File: config.mk
export PLATFORM = sky130hd
export DESIGN_NAME = load_unit_flat
export DESIGN_NICKNAME = d
export VERILOG_FILES = /design/src/rtl/load_pkg.sv /design/src/rtl/load_unit_if.sv /design/src/rtl/load_extract.sv /design/src/rtl/load_unit.sv /design/src/flat_wrapper.sv
export SDC_FILE = /design/constraint.sdc
export NUM_CORES = 1
export LEC_CHECK = 0
export CORE_AREA = 2 2 104 116
export CTS_CLUSTER_SIZE = 14
export DETAILED_ROUTE_END_ITERATION = 10
export DIE_AREA = 0 0 106 118
export PLACE_DENSITY = 0.71
export SKIP_LAST_GASP = 1
export SYNTH_ARGS = -nofsm -noshare
export SYNTH_HDL_FRONTEND = slang
export SYNTH_HIERARCHICAL = 1
export SYNTH_SLANG_ARGS = --single-unit
File: constraint.sdc
create_clock -name clk -period 3.5 [get_ports clk]
set_clock_uncertainty 0.1 [all_clocks]
set_input_delay 0.7 -clock clk [delete_from_list [all_inputs] [get_ports clk]]
set_output_delay 0.7 -clock clk [all_outputs]
set_load 0.1 [all_outputs]
File: src/rtl/load_pkg.sv
// Package for the load unit: funct3 encodings, FSM state type, word size
// constant, and request-classification helpers.
// Optional feature macro: MISALIGNED_LOAD_EN adds the RD2/WAIT2 states used
// for two-word (misaligned) loads.
package load_pkg;

  localparam int WORD_BYTES = 4;

  typedef enum logic [2:0] {
    F3_LB  = 3'b000,
    F3_LH  = 3'b001,
    F3_LW  = 3'b010,
    F3_LBU = 3'b100,
    F3_LHU = 3'b101
  } funct3_t;

  typedef enum logic [2:0] {
    IDLE,
    RD1,
    WAIT1
`ifdef MISALIGNED_LOAD_EN
    ,
    RD2,
    WAIT2
`endif
  } state_t;

  function automatic logic is_legal(input logic [2:0] f3);
    case (f3)
      F3_LB, F3_LH, F3_LW, F3_LBU, F3_LHU: return 1'b1;
      default:                             return 1'b0;
    endcase
  endfunction

  // A half access is misaligned on an odd offset; a word access on any
  // non-zero offset. Byte accesses are never misaligned.
  function automatic logic is_misaligned(input logic [2:0] f3, input logic [1:0] off);
    case (f3)
      F3_LH, F3_LHU: return off[0];
      F3_LW:         return (off != 2'b00);
      default:       return 1'b0;
    endcase
  endfunction

endpackage

File: src/rtl/load_unit_if.sv
// Bus bundle for the load unit: request channel from execute, read channel
// to data memory, and writeback/status outputs.
//   slave  : the load unit itself (takes requests, drives memory and writeback)
//   master : the environment (pipeline + memory)
interface load_unit_if #(
  parameter int DATA_WIDTH = 32,
  parameter int REG_AW     = 5
);
  logic                  req_valid;
  logic                  req_ready;
  logic [DATA_WIDTH-1:0] req_addr;
  logic [2:0]            req_funct3;
  logic [REG_AW-1:0]     req_rd;
  logic                  mem_re;
  logic [DATA_WIDTH-1:0] mem_addr;
  logic                  mem_rvalid;
  logic [DATA_WIDTH-1:0] mem_rdata;
  logic                  wb_valid;
  logic [REG_AW-1:0]     wb_rd;
  logic [DATA_WIDTH-1:0] wb_data;
  logic                  load_err;
  logic                  busy;

  modport slave (
    input  req_valid, req_addr, req_funct3, req_rd, mem_rvalid, mem_rdata,
    output req_ready, mem_re, mem_addr, wb_valid, wb_rd, wb_data, load_err, busy
  );

  modport master (
    output req_valid, req_addr, req_funct3, req_rd, mem_rvalid, mem_rdata,
    input  req_ready, mem_re, mem_addr, wb_valid, wb_rd, wb_data, load_err, busy
  );
endinterface

File: src/rtl/load_extract.sv
// Combinational byte/half/word selector with sign/zero extension.
//   words  in : {word1, word0}, little-endian byte lanes
//   off    in : byte offset addr[1:0]
//   funct3 in : load type
//   result out: extended load value
module load_extract
  import load_pkg::*;
#(
  parameter int DATA_WIDTH = 32
) (
  input  logic [2*DATA_WIDTH-1:0] words,
  input  logic [1:0]              off,
  input  logic [2:0]              funct3,
  output logic [DATA_WIDTH-1:0]   result
);
  logic [2*DATA_WIDTH-1:0] shifted;
  logic [DATA_WIDTH-1:0]   src;
  logic                    unused_hi;

  assign shifted   = words >> {off, 3'b000};
  assign src       = shifted[DATA_WIDTH-1:0];
  // Upper half of the shifted pair never reaches the result.
  assign unused_hi = ^shifted[2*DATA_WIDTH-1:DATA_WIDTH];

  always_comb begin
    result = src;
    case (funct3)
      F3_LB:   result = {{(DATA_WIDTH-8){src[7]}}, src[7:0]};
      F3_LBU:  result = {{(DATA_WIDTH-8){1'b0}}, src[7:0]};
      F3_LH:   result = {{(DATA_WIDTH-16){src[15]}}, src[15:0]};
      F3_LHU:  result = {{(DATA_WIDTH-16){1'b0}}, src[15:0]};
      default: result = src;
    endcase
  end
endmodule

File: src/rtl/load_unit.sv
// Load unit: accepts load requests, issues word-aligned reads to data memory,
// waits for the response and returns the extended result to writeback.
//   clk : clock, rising edge
//   rst : asynchronous active-high reset
//   bus : load_unit_if.slave (request, memory read and writeback channels)
// Optional feature macro: MISALIGNED_LOAD_EN -- misaligned LH/LHU/LW are served
// with two reads and merged; without it they raise load_err with no access.
module load_unit
  import load_pkg::*;
#(
  parameter int DATA_WIDTH = 32,
  parameter int REG_AW     = 5
) (
  input logic         clk,
  input logic         rst,
  load_unit_if.slave  bus
);
  state_t                  state_reg, state_next;
  logic [DATA_WIDTH-1:0]   addr_reg, addr_next;
  logic [2:0]              funct3_reg, funct3_next;
  logic [REG_AW-1:0]       rd_reg, rd_next;
  logic                    wb_valid_reg, wb_valid_next;
  logic [REG_AW-1:0]       wb_rd_reg, wb_rd_next;
  logic [DATA_WIDTH-1:0]   wb_data_reg, wb_data_next;
  logic                    load_err_reg, load_err_next;
`ifdef MISALIGNED_LOAD_EN
  logic [DATA_WIDTH-1:0]   word0_reg, word0_next;
`endif

  logic [DATA_WIDTH-1:0]   word_addr;
  logic [2*DATA_WIDTH-1:0] ext_words;
  logic [DATA_WIDTH-1:0]   ext_result;
  logic                    mem_re;
  logic [DATA_WIDTH-1:0]   mem_addr;

  assign word_addr = {addr_reg[DATA_WIDTH-1:2], 2'b00};

  // Read data is merged straight from the bus on the capturing edge, so the
  // result register loads on the same edge that samples mem_rvalid.
  always_comb begin
    ext_words = {{DATA_WIDTH{1'b0}}, bus.mem_rdata};
`ifdef MISALIGNED_LOAD_EN
    if (state_reg == WAIT2) ext_words = {bus.mem_rdata, word0_reg};
`endif
  end

  load_extract #(.DATA_WIDTH(DATA_WIDTH)) u_extract (
    .words  (ext_words),
    .off    (addr_reg[1:0]),
    .funct3 (funct3_reg),
    .result (ext_result)
  );

  always_comb begin
    mem_re   = 1'b0;
    mem_addr = '0;
    case (state_reg)
      RD1: begin
        mem_re   = 1'b1;
        mem_addr = word_addr;
      end
`ifdef MISALIGNED_LOAD_EN
      RD2: begin
        mem_re   = 1'b1;
        mem_addr = word_addr + DATA_WIDTH'(WORD_BYTES);  // wraps at 2^32
      end
`endif
      default: ;
    endcase
  end

  always_comb begin
    state_next    = state_reg;
    addr_next     = addr_reg;
    funct3_next   = funct3_reg;
    rd_next       = rd_reg;
    wb_valid_next = 1'b0;
    wb_rd_next    = wb_rd_reg;
    wb_data_next  = wb_data_reg;
    load_err_next = 1'b0;
`ifdef MISALIGNED_LOAD_EN
    word0_next    = word0_reg;
`endif
    case (state_reg)
      IDLE: begin
        if (bus.req_valid) begin
          addr_next   = bus.req_addr;
          funct3_next = bus.req_funct3;
          rd_next     = bus.req_rd;
`ifdef MISALIGNED_LOAD_EN
          if (!is_legal(bus.req_funct3)) load_err_next = 1'b1;
`else
          if (!is_legal(bus.req_funct3) ||
              is_misaligned(bus.req_funct3, bus.req_addr[1:0])) load_err_next = 1'b1;
`endif
          else state_next = RD1;
        end
      end
      RD1: state_next = WAIT1;
      WAIT1: begin
        if (bus.mem_rvalid) begin
`ifdef MISALIGNED_LOAD_EN
          word0_next = bus.mem_rdata;
          if (is_misaligned(funct3_reg, addr_reg[1:0])) begin
            state_next = RD2;
          end else
`endif
          begin
            state_next    = IDLE;
            wb_valid_next = 1'b1;
            wb_rd_next    = rd_reg;
            wb_data_next  = ext_result;
          end
        end
      end
`ifdef MISALIGNED_LOAD_EN
      RD2: state_next = WAIT2;
      WAIT2: begin
        if (bus.mem_rvalid) begin
          state_next    = IDLE;
          wb_valid_next = 1'b1;
          wb_rd_next    = rd_reg;
          wb_data_next  = ext_result;
        end
      end
`endif
      default: state_next = IDLE;
    endcase
  end

  always_ff @(posedge clk or posedge rst) begin
    if (rst) begin
      state_reg    <= IDLE;
      addr_reg     <= '0;
      funct3_reg   <= '0;
      rd_reg       <= '0;
      wb_valid_reg <= 1'b0;
      wb_rd_reg    <= '0;
      wb_data_reg  <= '0;
      load_err_reg <= 1'b0;
`ifdef MISALIGNED_LOAD_EN
      word0_reg    <= '0;
`endif
    end else begin
      state_reg    <= state_next;
      addr_reg     <= addr_next;
      funct3_reg   <= funct3_next;
      rd_reg       <= rd_next;
      wb_valid_reg <= wb_valid_next;
      wb_rd_reg    <= wb_rd_next;
      wb_data_reg  <= wb_data_next;
      load_err_reg <= load_err_next;
`ifdef MISALIGNED_LOAD_EN
      word0_reg    <= word0_next;
`endif
    end
  end

  assign bus.req_ready = (state_reg == IDLE);
  assign bus.busy      = (state_reg != IDLE);
  assign bus.mem_re    = mem_re;
  assign bus.mem_addr  = mem_addr;
  assign bus.wb_valid  = wb_valid_reg;
  assign bus.wb_rd     = wb_rd_reg;
  assign bus.wb_data   = wb_data_reg;
  assign bus.load_err  = load_err_reg;
endmodule

File: src/flat_wrapper.sv
// flat-port wrapper written by rule: the top's interface ports become plain ports
module load_unit_flat import load_pkg::*;
#(
  parameter int DATA_WIDTH = 32,
  parameter int REG_AW     = 5
)
  (clk, rst, bus_req_valid, bus_req_addr, bus_req_funct3, bus_req_rd, bus_mem_rvalid, bus_mem_rdata, bus_req_ready, bus_mem_re, bus_mem_addr, bus_wb_valid, bus_wb_rd, bus_wb_data, bus_load_err, bus_busy);
  load_unit_if #(.DATA_WIDTH(DATA_WIDTH), .REG_AW(REG_AW)) bus_i ();
  input logic clk;
  input logic rst;
  input wire logic [$bits(bus_i.req_valid)-1:0] bus_req_valid;
  input wire logic [$bits(bus_i.req_addr)-1:0] bus_req_addr;
  input wire logic [$bits(bus_i.req_funct3)-1:0] bus_req_funct3;
  input wire logic [$bits(bus_i.req_rd)-1:0] bus_req_rd;
  input wire logic [$bits(bus_i.mem_rvalid)-1:0] bus_mem_rvalid;
  input wire logic [$bits(bus_i.mem_rdata)-1:0] bus_mem_rdata;
  output wire logic [$bits(bus_i.req_ready)-1:0] bus_req_ready;
  output wire logic [$bits(bus_i.mem_re)-1:0] bus_mem_re;
  output wire logic [$bits(bus_i.mem_addr)-1:0] bus_mem_addr;
  output wire logic [$bits(bus_i.wb_valid)-1:0] bus_wb_valid;
  output wire logic [$bits(bus_i.wb_rd)-1:0] bus_wb_rd;
  output wire logic [$bits(bus_i.wb_data)-1:0] bus_wb_data;
  output wire logic [$bits(bus_i.load_err)-1:0] bus_load_err;
  output wire logic [$bits(bus_i.busy)-1:0] bus_busy;
  assign bus_i.req_valid = bus_req_valid;
  assign bus_i.req_addr = bus_req_addr;
  assign bus_i.req_funct3 = bus_req_funct3;
  assign bus_i.req_rd = bus_req_rd;
  assign bus_i.mem_rvalid = bus_mem_rvalid;
  assign bus_i.mem_rdata = bus_mem_rdata;
  assign bus_req_ready = bus_i.req_ready;
  assign bus_mem_re = bus_i.mem_re;
  assign bus_mem_addr = bus_i.mem_addr;
  assign bus_wb_valid = bus_i.wb_valid;
  assign bus_wb_rd = bus_i.wb_rd;
  assign bus_wb_data = bus_i.wb_data;
  assign bus_load_err = bus_i.load_err;
  assign bus_busy = bus_i.busy;
  load_unit #(.DATA_WIDTH(DATA_WIDTH), .REG_AW(REG_AW)) u_core (.clk(clk), .rst(rst), .bus(bus_i));
endmodule
==> impl_results.md <==
- Run status: finished, final reports clean
- R2R Setup Slk: 1050 ps
- Final Setup Violations: 0
- HPWL after DPL: 8400 um
- Ys async rst share: 100%
- Hold Path End: u_core/rd_reg[2]
- IO buf count: roughly 150
- Final cycle utilization of the critical path: 82.4%
- Fmax: approximately 0.35 GHz
- Crit path kind: reg2out
- Clock sink count: just over 80
- Static leakage: roughly 3.0 nW
- Hold Crit Depth: 1
- Leading cell type by number of instances after synthesis: dfrtp_1
- Maximum fanout along the worst path: 5
- Synth top area share: between 40% and 50%
- Register Area: 2030 um^2
- Pre-CTS setup slack: 602 ps
- Congestion Overflow GR: 0
- Worst r2r dst: u_core/bus.wb_data[27]
- Combinational family with the most area after synthesis: multiplexers
- Seq cells post-synth: 81
- Synth Area in Simple Gates: under 10%
- Hold wc startpoint: u_core/rd_reg[2]
- Post-Syn Area: 4480 um^2
- 1st-iter DRT viols: 117
- Final Hold Vio Count: 0
- Cells after synthesis: approximately 320
- PD cells: between 800 and 900 nW/um^2
- Starting Density: 39.5%
- Via density: roughly 4.8
- Initial antenna violation count: 0
- Root buffer cell: clkbuf_16
- Clock Latency Late Sink: ~330 ps
- Post-synthesis compound-gate area fraction: ~3.0%
- Layout cells sized above 1: 39.9%
- Area contributors post-synth: dfrtp_1 (45%), mux4_2 (16%), mux2_2 (14%)
- Die footprint: 12500 um^2
- Maxcap violations: 0
- Synth area leader: dfrtp_1
- Tightest Pin Transition: slightly below 1000 ps
- Die width: ~110 um
- Area of the multi-input gates: 2420 um^2
- Final Max Slew Viols: 0
- Minimum clock period: 2880 ps
- Vias: ~3200
- Crit. End Element: output port
- Post-synthesis cell type count: 27
- Worst EP required: between 2000 and 3000 ps
- Top cells by count, synth: dfrtp_1 (81), mux2_2 (55), mux4_2 (31)
- I/O pins: 150
- Die Y-Extent: around 120 um
- Htree depth: 3
- Setup WS post-layout: roughly 600 ps
- CTS Buffer Depth: 2
- Clock slew at reported path FFs: roughly 60 ps
- Multiplexer area fraction after synthesis: 38.8%
- Cell area after placement: between 6000 and 7000 um^2
- CP startpoint kind: register
- Syn Area/Cell: 14.2 um^2
- Setup bufs post-CTS: 0
- Ys Warns: 6
- Area growth syn-to-layout: 50.6%
- Max-Slew Margin vs Limit: between 30% and 40%
- CTS resizes: 0
- RePlAce Congestion: approximately 0.77
- Vias in the first global route: approximately 3500
- Global-route wire length before repair: 18300 um
- Adder-Cell Fraction of Synth Area: 0%
- Synth Flop Type: dfrtp_1
- Ant. Diodes: 0
- First drt pass iteration count: 4
- Largest net degree at the start of global routing: 34
- RSZ-0062 raised after global routing: no
- Reg2Reg Depth: 4
- Post-synthesis sequential area ratio: 45.3%
- Number of synthesized flops with an enable pin: 0
- Worst path arrival time: around 2100 ps
- Fin nets: between 500 and 600
- Core Region: 11300 um^2
- Post-route DRC: 0
- Layout fillers: ~920
- Setup crit start: u_core/state_reg[1]
- CTS tree: done
- Non-Filler Cell Area, Final: 6740 um^2
- Worst hold path type: reg2reg
- Post-route ant nets: 0
- Tot GR Track Use: 18.8%
- Routed len/inst: between 15 and 20 um
- Max VDD drop: just under 0.0006 V
- Final TNS setup: 0 ps
- Cts bufs inserted: 9
- Post-CTS Hold Fix Bufs: 0
- Reg2reg start: u_core/addr_reg[1]
- Post-Synth XOR/XNOR Area: 0%
- Rows: 41
- Final WL: about 11000 um
[cell usage in the layout, fill, tap and decap left out, types with 2 or more instances in the layout]
cell             synthesis  final
conb_1                   1     51
buf_12                   0     31
mux4_2                  31     31
dfrtp_1                 81     80
mux4_1                   3      3
clkinv_2                 0      3
mux2_2                  55     55
buf_4                    6     45
o21ai_0                 14     14
and2_1                  30     30
nand2_1                 25     25
bufinv_16                0      2
clkdlybuf4s50_1          0     81
nor3b_1                  2      2
mux2_4                  19     19
o21ai_1                  9      9
or2_2                    3      3
mux2_1                   3      3
inv_1                    3      2
clkbuf_16                0      9
[worst max-delay path, cell delays in order, from the launching register on]
cell and delay, ps:
dfrtp_1 440, or2_2 340, clkdlybuf4s50_1 970
[kinds of logic after synthesis]
kind of cell           Yosys count
AOI/OAI and AO/OA               26
buffers and inverters           31
DFF                             81
muxes                          112
other                            1
and+or+nand+nor                 65
[worst max path at each step]
stage	endpoint	slack, ps	depth (start not counted)
after floorplan	u_core/addr_reg[0]	620	1
after global placement	u_core/bus.wb_data[21]	730	5
after detailed placement	u_core/bus.wb_data[27]	600	5
after CTS	bus_mem_addr[4]	560	4
after global routing	bus_mem_addr[9]	400	4
final	bus_busy	620	2
[routing by layer]
layer  up-vias  track usage [%]  part of all wire (%)
met5         -                0                     0
li1       1485                -                     -
met1      1613             24.2                    42
met4         0             7.15                   1.3
met3        10             3.65                   4.4
met2        82             31.2                    52
[layout make-up]
| class | count | share of cell area, % |
|---|---|---|
| inverter | 3 | 0.186 |
| clock inverter | 5 | 1.17 |
| timing repair buffer | 157 | 26.2 |
| multi-input combinational | 254 | 36.0 |
| sequential | 81 | 30.1 |
| clock buffer | 11 | 3.60 |
| tap | 150 | 2.78 |
[metrics by stage]
step                hold WS (ps)  power, mW  std cells  util (%)
floorplan                    352       4.13        366         -
global placement             365       4.84        645      56.6
detailed placement           375       4.89        645      56.6
CTS                          389       5.92        661      59.5
global route                 411       6.11        661      59.5
finish                       386       5.86        661      59.5
[where the power goes]
| group | switching, mW | total (mW) | internal [mW] | leakage, nW |
|---|---|---|---|---|
| clock network | 0.362 | 1.00 | 0.643 | 0.159 |
| logic | 2.31 | 3.35 | 1.04 | 1.85 |
| registers | 0.246 | 1.51 | 1.26 | 0.971 |
(Power assumes the default switching activity.)
